[src/rtl/alu_pkg.sv]
// Shared op encoding and width default for the ALU slice.
// ALU_ROTATE_EN (when defined) enables OP_ROL; otherwise 4'b1011 is reserved.
package alu_pkg;

   localparam int WIDTH_DEF = 32;

   typedef enum logic [3:0] {
      OP_ADD  = 4'b0000,
      OP_SUB  = 4'b0001,
      OP_AND  = 4'b0010,
      OP_OR   = 4'b0011,
      OP_XOR  = 4'b0100,
      OP_NOT  = 4'b0101,
      OP_SLTU = 4'b0110,
      OP_MOV  = 4'b0111,
      OP_SLL  = 4'b1000,
      OP_SRL  = 4'b1001,
      OP_SRA  = 4'b1010,
      OP_ROL  = 4'b1011
   } op_e;

endpackage

[src/rtl/alu_shifter.sv]
// Combinational shift/rotate datapath with shift-out bit.
// Rotate logic exists only when ALU_ROTATE_EN is defined.
module alu_shifter
   import alu_pkg::*;
#(
   parameter int WIDTH = WIDTH_DEF,
   parameter int AW    = $clog2(WIDTH)
) (
   input  logic [WIDTH-1:0] tr,
   input  logic [AW-1:0]    amount,
   input  logic [3:0]       op,
   output logic [WIDTH-1:0] result,
   output logic             so
);

   // One guard bit on the side bits leave from; it ends up holding the last bit out.
   logic        [WIDTH:0] w_sll;
   logic        [WIDTH:0] w_srl;
   logic signed [WIDTH:0] w_sra;

   assign w_sll = {1'b0, tr} << amount;
   assign w_srl = {tr, 1'b0} >> amount;
   assign w_sra = $signed({tr, 1'b0}) >>> amount;

`ifdef ALU_ROTATE_EN
   logic [2*WIDTH-1:0] w_rol;
   assign w_rol = {tr, tr} << amount;
`endif

   always_comb begin
      result = '0;
      so     = 1'b0;
      case (op)
         OP_SLL: {so, result} = w_sll;
         OP_SRL: {result, so} = w_srl;
         OP_SRA: {result, so} = w_sra;
`ifdef ALU_ROTATE_EN
         OP_ROL: begin
            result = w_rol[2*WIDTH-1:WIDTH];
            so     = (amount != '0) & w_rol[WIDTH];
         end
`endif
         default: begin
            result = '0;
            so     = 1'b0;
         end
      endcase
   end

endmodule

[src/rtl/alu.sv]
// Single-cycle registered ALU: arithmetic/logic ops here, shifts in alu_shifter.
// Optional ROL selected by macro ALU_ROTATE_EN.
module alu
   import alu_pkg::*;
#(
   parameter int WIDTH = WIDTH_DEF
) (
   input  logic             clk,
   input  logic             rst_n,
   input  logic [3:0]       op,
   input  logic [WIDTH-1:0] tr,
   input  logic [WIDTH-1:0] sr,
   output logic [WIDTH-1:0] dr,
   output logic             cf
);

   localparam int AW = $clog2(WIDTH);

   logic [WIDTH-1:0] r_dr;
   logic             r_cf;
   logic [WIDTH:0]   w_add;
   logic [WIDTH:0]   w_sub;
   logic [WIDTH-1:0] w_shres;
   logic             w_shso;
   logic [WIDTH-1:0] w_res;
   logic             w_cf;

   // Extra top bit is the carry for add and the unsigned borrow for sub.
   assign w_add = {1'b0, tr} + {1'b0, sr};
   assign w_sub = {1'b0, tr} - {1'b0, sr};

   alu_shifter #(.WIDTH(WIDTH), .AW(AW)) u_shifter (
      .tr     (tr),
      .amount (sr[AW-1:0]),
      .op     (op),
      .result (w_shres),
      .so     (w_shso)
   );

   always_comb begin
      w_res = '0;
      w_cf  = 1'b0;
      case (op)
         OP_ADD:  {w_cf, w_res} = w_add;
         OP_SUB:  {w_cf, w_res} = w_sub;
         OP_AND:  w_res = tr & sr;
         OP_OR:   w_res = tr | sr;
         OP_XOR:  w_res = tr ^ sr;
         OP_NOT:  w_res = ~tr;
         OP_SLTU: w_res = {{(WIDTH-1){1'b0}}, w_sub[WIDTH]};
         OP_MOV:  w_res = sr;
         OP_SLL, OP_SRL, OP_SRA
`ifdef ALU_ROTATE_EN
         , OP_ROL
`endif
         : begin
            w_res = w_shres;
            w_cf  = w_shso;
         end
         default: begin
            w_res = '0;
            w_cf  = 1'b0;
         end
      endcase
   end

   always_ff @(posedge clk or negedge rst_n) begin
      if (!rst_n) begin
         r_dr <= '0;
         r_cf <= 1'b0;
      end else begin
         r_dr <= w_res;
         r_cf <= w_cf;
      end
   end

   assign dr = r_dr;
   assign cf = r_cf;

endmodule

[config.mk]
export PLATFORM = sky130hd
export DESIGN_NAME = alu
export DESIGN_NICKNAME = d
export VERILOG_FILES = /design/src/rtl/alu_pkg.sv /design/src/rtl/alu_shifter.sv /design/src/rtl/alu.sv
export SDC_FILE = /design/constraint.sdc
export NUM_CORES = 1
export LEC_CHECK = 0
export BUFFER_PORTS_ARGS = -buffer_cell sky130_fd_sc_hd__buf_2
export CAP_MARGIN = 15
export CORE_UTILIZATION = 57
export DETAILED_ROUTE_END_ITERATION = 12
export PLACE_DENSITY = 0.9
export SETUP_SLACK_MARGIN = 0.15
export SLEW_MARGIN = 25
export SYNTH_ARGS = -nofsm -noshare
export SYNTH_HDL_FRONTEND = slang
export SYNTH_SLANG_ARGS = --single-unit
export TNS_END_PERCENT = 50
[constraint.sdc]
create_clock -name clk -period 0.8 [get_ports clk]
set_clock_uncertainty 0.05 [all_clocks]
set_input_delay 0.04 -clock clk [delete_from_list [all_inputs] [get_ports clk]]
set_output_delay 0.04 -clock clk [all_outputs]
set_load 0.05 [all_outputs]
==> results.md, run 1 <==
- Die Ht: 136 µm
- Post-synthesis cell count: 1359
- IO buf count: slightly above 100
- Exit stage: global routing
- Yosys reg bits: 33
- Setup Slack @ Placement: -2190 ps
- H-tree depth: 2
- Ys async rst share: between 90% and 100%
- Initial Util: around three fifths
- Mapped Area: between 10000 and 15000 µm²
- Io pins: around 100
- First-pass GRT wire length: around 130000 µm
- Placer Congestion: between 1 and 1.5
- GRT overflow: ~900
- Placement row count: 48
- Post-DP HPWL: ~41000 µm
- Syn_nets: roughly 1500
- CTS Root Cell: clkbuf_16
- GRT Total Usage: between 90% and 100%
- Status: stopped before the end
- Clock Path Buffers: 2
- First error: [ERROR GRT-0116] Global routing finished with congestion. Check the congestion regions in the DRC Viewer.
- Share of the yosys chip area belonging to registers: roughly 8.1%
- Share of the synthesized area in the top cell type: approximately an eighth
- Syn avg cell area: about 7.5 µm²
- Yosys warnings: 0
- Clock buffer count from CTS: 5
- Die width: ~140 µm
- Netlist cell types: about 100
- Largest net degree at the start of global routing: 56
- Most used DFF post-synth: dfrtp_1
- Largest area contributor in the netlist: ha_1
- Ranking of synthesized cells by area: ha_1, mux4_2, dfrtp_1
- Number of global-route vias before repair: 20600
- Clock sink total: 33
- Post-synth EDFFs: 0
- DP Area: approximately 14000 µm²
## per-layer routing
metal  overflow  global-route usage, %
met1         19                   87.7
met2        625                    114
met3         26                   77.6
met4        230                    103
met5          3                   62.5
## stage by stage
step | instances | hold slack (ps) | utilization, %
3_5_place_dp | 2026 | -96.1 | 81.4
2_1_floorplan | 1359 | -306 | -
4_1_cts | 2094 | 70.8 | 93.5
3_3_place_gp | 2026 | -95.4 | 81.4
## Yosys cell counts, types with 10 or more instances
master       n
a211oi_1    20
a21o_1      14
a21oi_1    114
a221o_1     12
a221oi_1    20
a22oi_1     13
and3_1      12
buf_1       14
buf_2       25
clkbuf_1    59
dfrtp_1     33
ha_1        98
inv_1       94
mux2_2      18
mux2i_1     45
mux4_2      45
nand2_1    112
nand2b_1    10
nand3_1     19
nor2_1     145
nor2b_1     13
nor3_1      36
nor4_1      10
o2111ai_1   13
o211ai_1    15
o21ai_0     71
o21ai_1     12
o21bai_1    20
o221ai_1    16
o22ai_1     28
o31ai_1     17
or3_1       11
## what timing repair did
action                                 in CTS
setup buffers                              55
setup endpoints to repair                  66
resized for setup                         346
endpoints found under the hold margin      33
hold buffers                                1
cloned                                      4
pin swaps                                 102
## cells by family after synthesis
family | Yosys count | synth area share [%]
buf+inv | 210 | 8.84
fa+ha+maj | 100 | 12.4
mux | 114 | 17.6
compound gates | 491 | 34.0
xor+xnor | 3 | 0.258
flops | 33 | 8.09
simple gates | 408 | 18.9
==> inputs of run 2 (changes only) <==
--- a/config.mk
+++ b/config.mk
@@ -7,10 +7,9 @@
 export LEC_CHECK = 0
 export BUFFER_PORTS_ARGS = -buffer_cell sky130_fd_sc_hd__buf_2
 export CAP_MARGIN = 15
-export CORE_UTILIZATION = 57
+export CORE_UTILIZATION = 40
 export DETAILED_ROUTE_END_ITERATION = 12
-export PLACE_DENSITY = 0.9
-export SETUP_SLACK_MARGIN = 0.15
+export PLACE_DENSITY_LB_ADDON = 0.15
 export SLEW_MARGIN = 25
 export SYNTH_ARGS = -nofsm -noshare
 export SYNTH_HDL_FRONTEND = slang
==> constraint.sdc (replaced) <==
create_clock -name clk -period 1.04 [get_ports clk]
set_clock_uncertainty 0.05 [all_clocks]
set_input_delay 0.052 -clock clk [delete_from_list [all_inputs] [get_ports clk]]
set_output_delay 0.052 -clock clk [all_outputs]
set_load 0.05 [all_outputs]
==> results.md, run 2 <==
- Nets@finish: 2107
- Post-synthesis simple-gate area fraction: 18.9%
- Post-route ant nets: 0
- Leading cell types by count after synthesis: nor2_1, a21oi_1, nand2_1
- MaxCap Viol Count: 0
- First-pass GRT wire length: roughly 83000 µm
- Post-Layout Inst Area: 17200 µm²
- Post-DP HPWL: about 43000 µm
- Most frequent cells in the layout: buf_4, nor2_1, nand2_1
- GRT Total Usage: between 40% and 50%
- Commonest non-fill, non-tap cell in the layout: buf_4
- CP arrival: 2760 ps
- Post-Synth Adder-Cell Area: roughly an eighth
- H-tree depth: 2
- Clock buffer count from CTS: 5
- Share of the yosys chip area belonging to registers: 8.09%
- Crit-path max FO: 6
- Crit. End Element: flop
- Slew headroom: about 48%
- DP Area: around 15000 µm²
- Buf+Inv Stages, Crit Path: 6
- Post-DR wirelength/cell: roughly 25 µm
- Leak: between 7 and 8 nW
- Final hold slack: between 70 and 80 ps
- Internal: 0.00685 W
- Worst-path clk slew: roughly 70 ps
- Post-route setup slack: -1590 ps
- Total Power: 0.0131 W
- P_sw: roughly 0.0063 W
- Clock Path Buffers: 2
- Layout area overhead: 68.9%
- Placement row count: 58
- GRT overflow: 0
- Vias per cell: approximately 6.3
- CTS tree: built
- Iter 0 DRT Violations: between 1000 and 1500
- CP dominant cell by count: buf_12
- Most used DFF post-synth: dfrtp_1
- Clock sink total: 33
- Post-synthesis cell count: about 1400
- CP delay by family, top: multiplexers
- Largest net degree at the start of global routing: 56
- Largest area contributor in the netlist: ha_1
- Placeable core area: about 25000 µm²
- Synth Area in Compound Gates: 34.0%
- DR pass1 iterations: 5
- Final period util: 252%
- IO buf count: 102
- Ranking of synthesized cells by area: ha_1, mux4_2, dfrtp_1
- Number of global-route vias before repair: roughly 14000
- Mux cell area share after synthesis: between 15 and 20%
- Min-delay worst type: input pin to flop
- Max frequency: approximately 380 MHz
- Ys async rst share: 100%
- PwrDens: about 760 nW/µm²
- RSZ-0062 raised after global routing: yes
- Io pins: between 100 and 150
- Yosys warnings: 0
- Min cycle time layout: 2630 ps
- Syn_nets: roughly 1500
- Post-synth EDFFs: 0
- Combinational family with the most area after synthesis: compound AO/OA/AOI/OAI gates
- Initial Util: around two fifths
- Setup Slack @ Placement: -2280 ps
- Largest register FFs: 32
- Yosys reg bits: 33
- Startpoint types: input pin
- Final setup fails: 33
- Final wirelength: approximately 56000 µm
- Routed vias: approximately 14000
- Xor/xnor share of the synthesized area: less than 1%
- Count leader, synth: nor2_1
- Worst slew pin tran: slightly below 800 ps
- Clk network pwr share: about 13%
- Die Ht: between 150 and 200 µm
- Slowest CP cell: mux4_2
- Netlist cell types: ~100
- Logic pwr share: roughly three quarters
- Final Max Slew Viols: 0
- Max incr delay on CP: between 500 and 600 ps
- Die width: about 160 µm
- Fin. Hold Viols: 0
- Placer Congestion: between 1 and 1.5
- Full die area: about 26000 µm²
- CP Class: input pin to flop
- Worst path required time: 1180 ps
- Antenna violations before repair: 2
- Sw Share: approximately 48%
- Share of the synthesized area in the top cell type: between 10% and 20%
- Reg power frac: 11.7%
- Mapped Area: a little over 10000 µm²
- Violated checks: negative setup slack
- Layout cell share with drive strength beyond 1: slightly above 50%
- Status: finished, violations left
- CTS Root Cell: clkbuf_16
- Crit path cell chain: buf_12 -> buf_8 -> buf_12 -> buf_12 -> buf_8 -> mux4_2 -> buf_6 -> mux4_2 -> o21ai_2 -> and3_4 -> a31oi_4 -> a311o_1 -> nor2_1 -> o2bb2ai_1
- VDD IR max: ~660 µV
- Syn avg cell area: ~7.5 µm²
- DRC Markers: 0
## run 2: cell counts after synthesis
Identical to the previous run, type by type.
## run 2: routing by layer
layer	vias up	global-route usage [%]	share of wire (%)
met2	865	67.1	44
met1	6951	53.7	39
li1	6324	-	-
met3	217	9.04	10
met4	4	22.4	6.1
met5	-	0	0.053
## run 2: cell type report
cell class | count | area [µm²]
antenna | 2 | 5.00
clock buffer | 5 | 125
clock inverter | 3 | 17.5
fill | 2156 | 7880
inverter | 99 | 428
multi-input combinational | 1116 | 9950
sequential | 33 | 826
tap | 330 | 413
timing repair buffer | 682 | 5470
## run 2: power groups by stage
| stage | Combinational [W] | Clock (W) | Sequential (W) |
|---|---|---|---|
| floorplan | 0.00369 | 0 | 0.00232 |
| global placement | 0.00818 | 0 | 0.00156 |
| detailed placement | 0.00820 | 0 | 0.00156 |
| CTS | 0.00925 | 0.00170 | 0.00154 |
| global route | 0.0104 | 0.00170 | 0.00156 |
| finish | 0.00992 | 0.00167 | 0.00154 |
## run 2: cells by family after synthesis
kind of cell / Yosys count
simple gates: 408
flops: 33
compound gates: 491
buf+inv: 210
mux: 114
fa+ha+maj: 100
xor+xnor: 3
## run 2: worst paths after layout
check / endpoint / slack [ps] / from / cells after the start
worst max-delay path: dr[26] / -1590 / sr[0] / 14
worst min-delay path: dr[14] / 70 / sr[14] / 4
max in group asynchronous: dr[8] / 500 / rst_n / 3
min in group asynchronous: dr[30] / 230 / rst_n / 3
## run 2: tightest hold or removal path: cells and delay by family
family                 cells  cell delay, ps
buffers and inverters      2             180
AOI/OAI and AO/OA          2             160
## run 2: what timing repair did
action	CTS	global route
endpoints found under the setup margin	35	33
pin swaps	91	66
gates resized for setup	276	111
endpoints found under the hold margin	33	0
cloned	2	0
buffers inserted	47	18
hold buffers	1	0
## run 2: through the flow
step           std cells  setup TNS, ps  utilization (%)
4_1_cts             2254         -40360             66.3
3_3_place_gp        2202         -57820             59.3
5_1_grt             2268         -44380             68.6
6_report            2270         -42340             68.6
3_5_place_dp        2202         -58090             59.3
2_1_floorplan       1359         -45640                -
(Power assumes the default switching activity.)
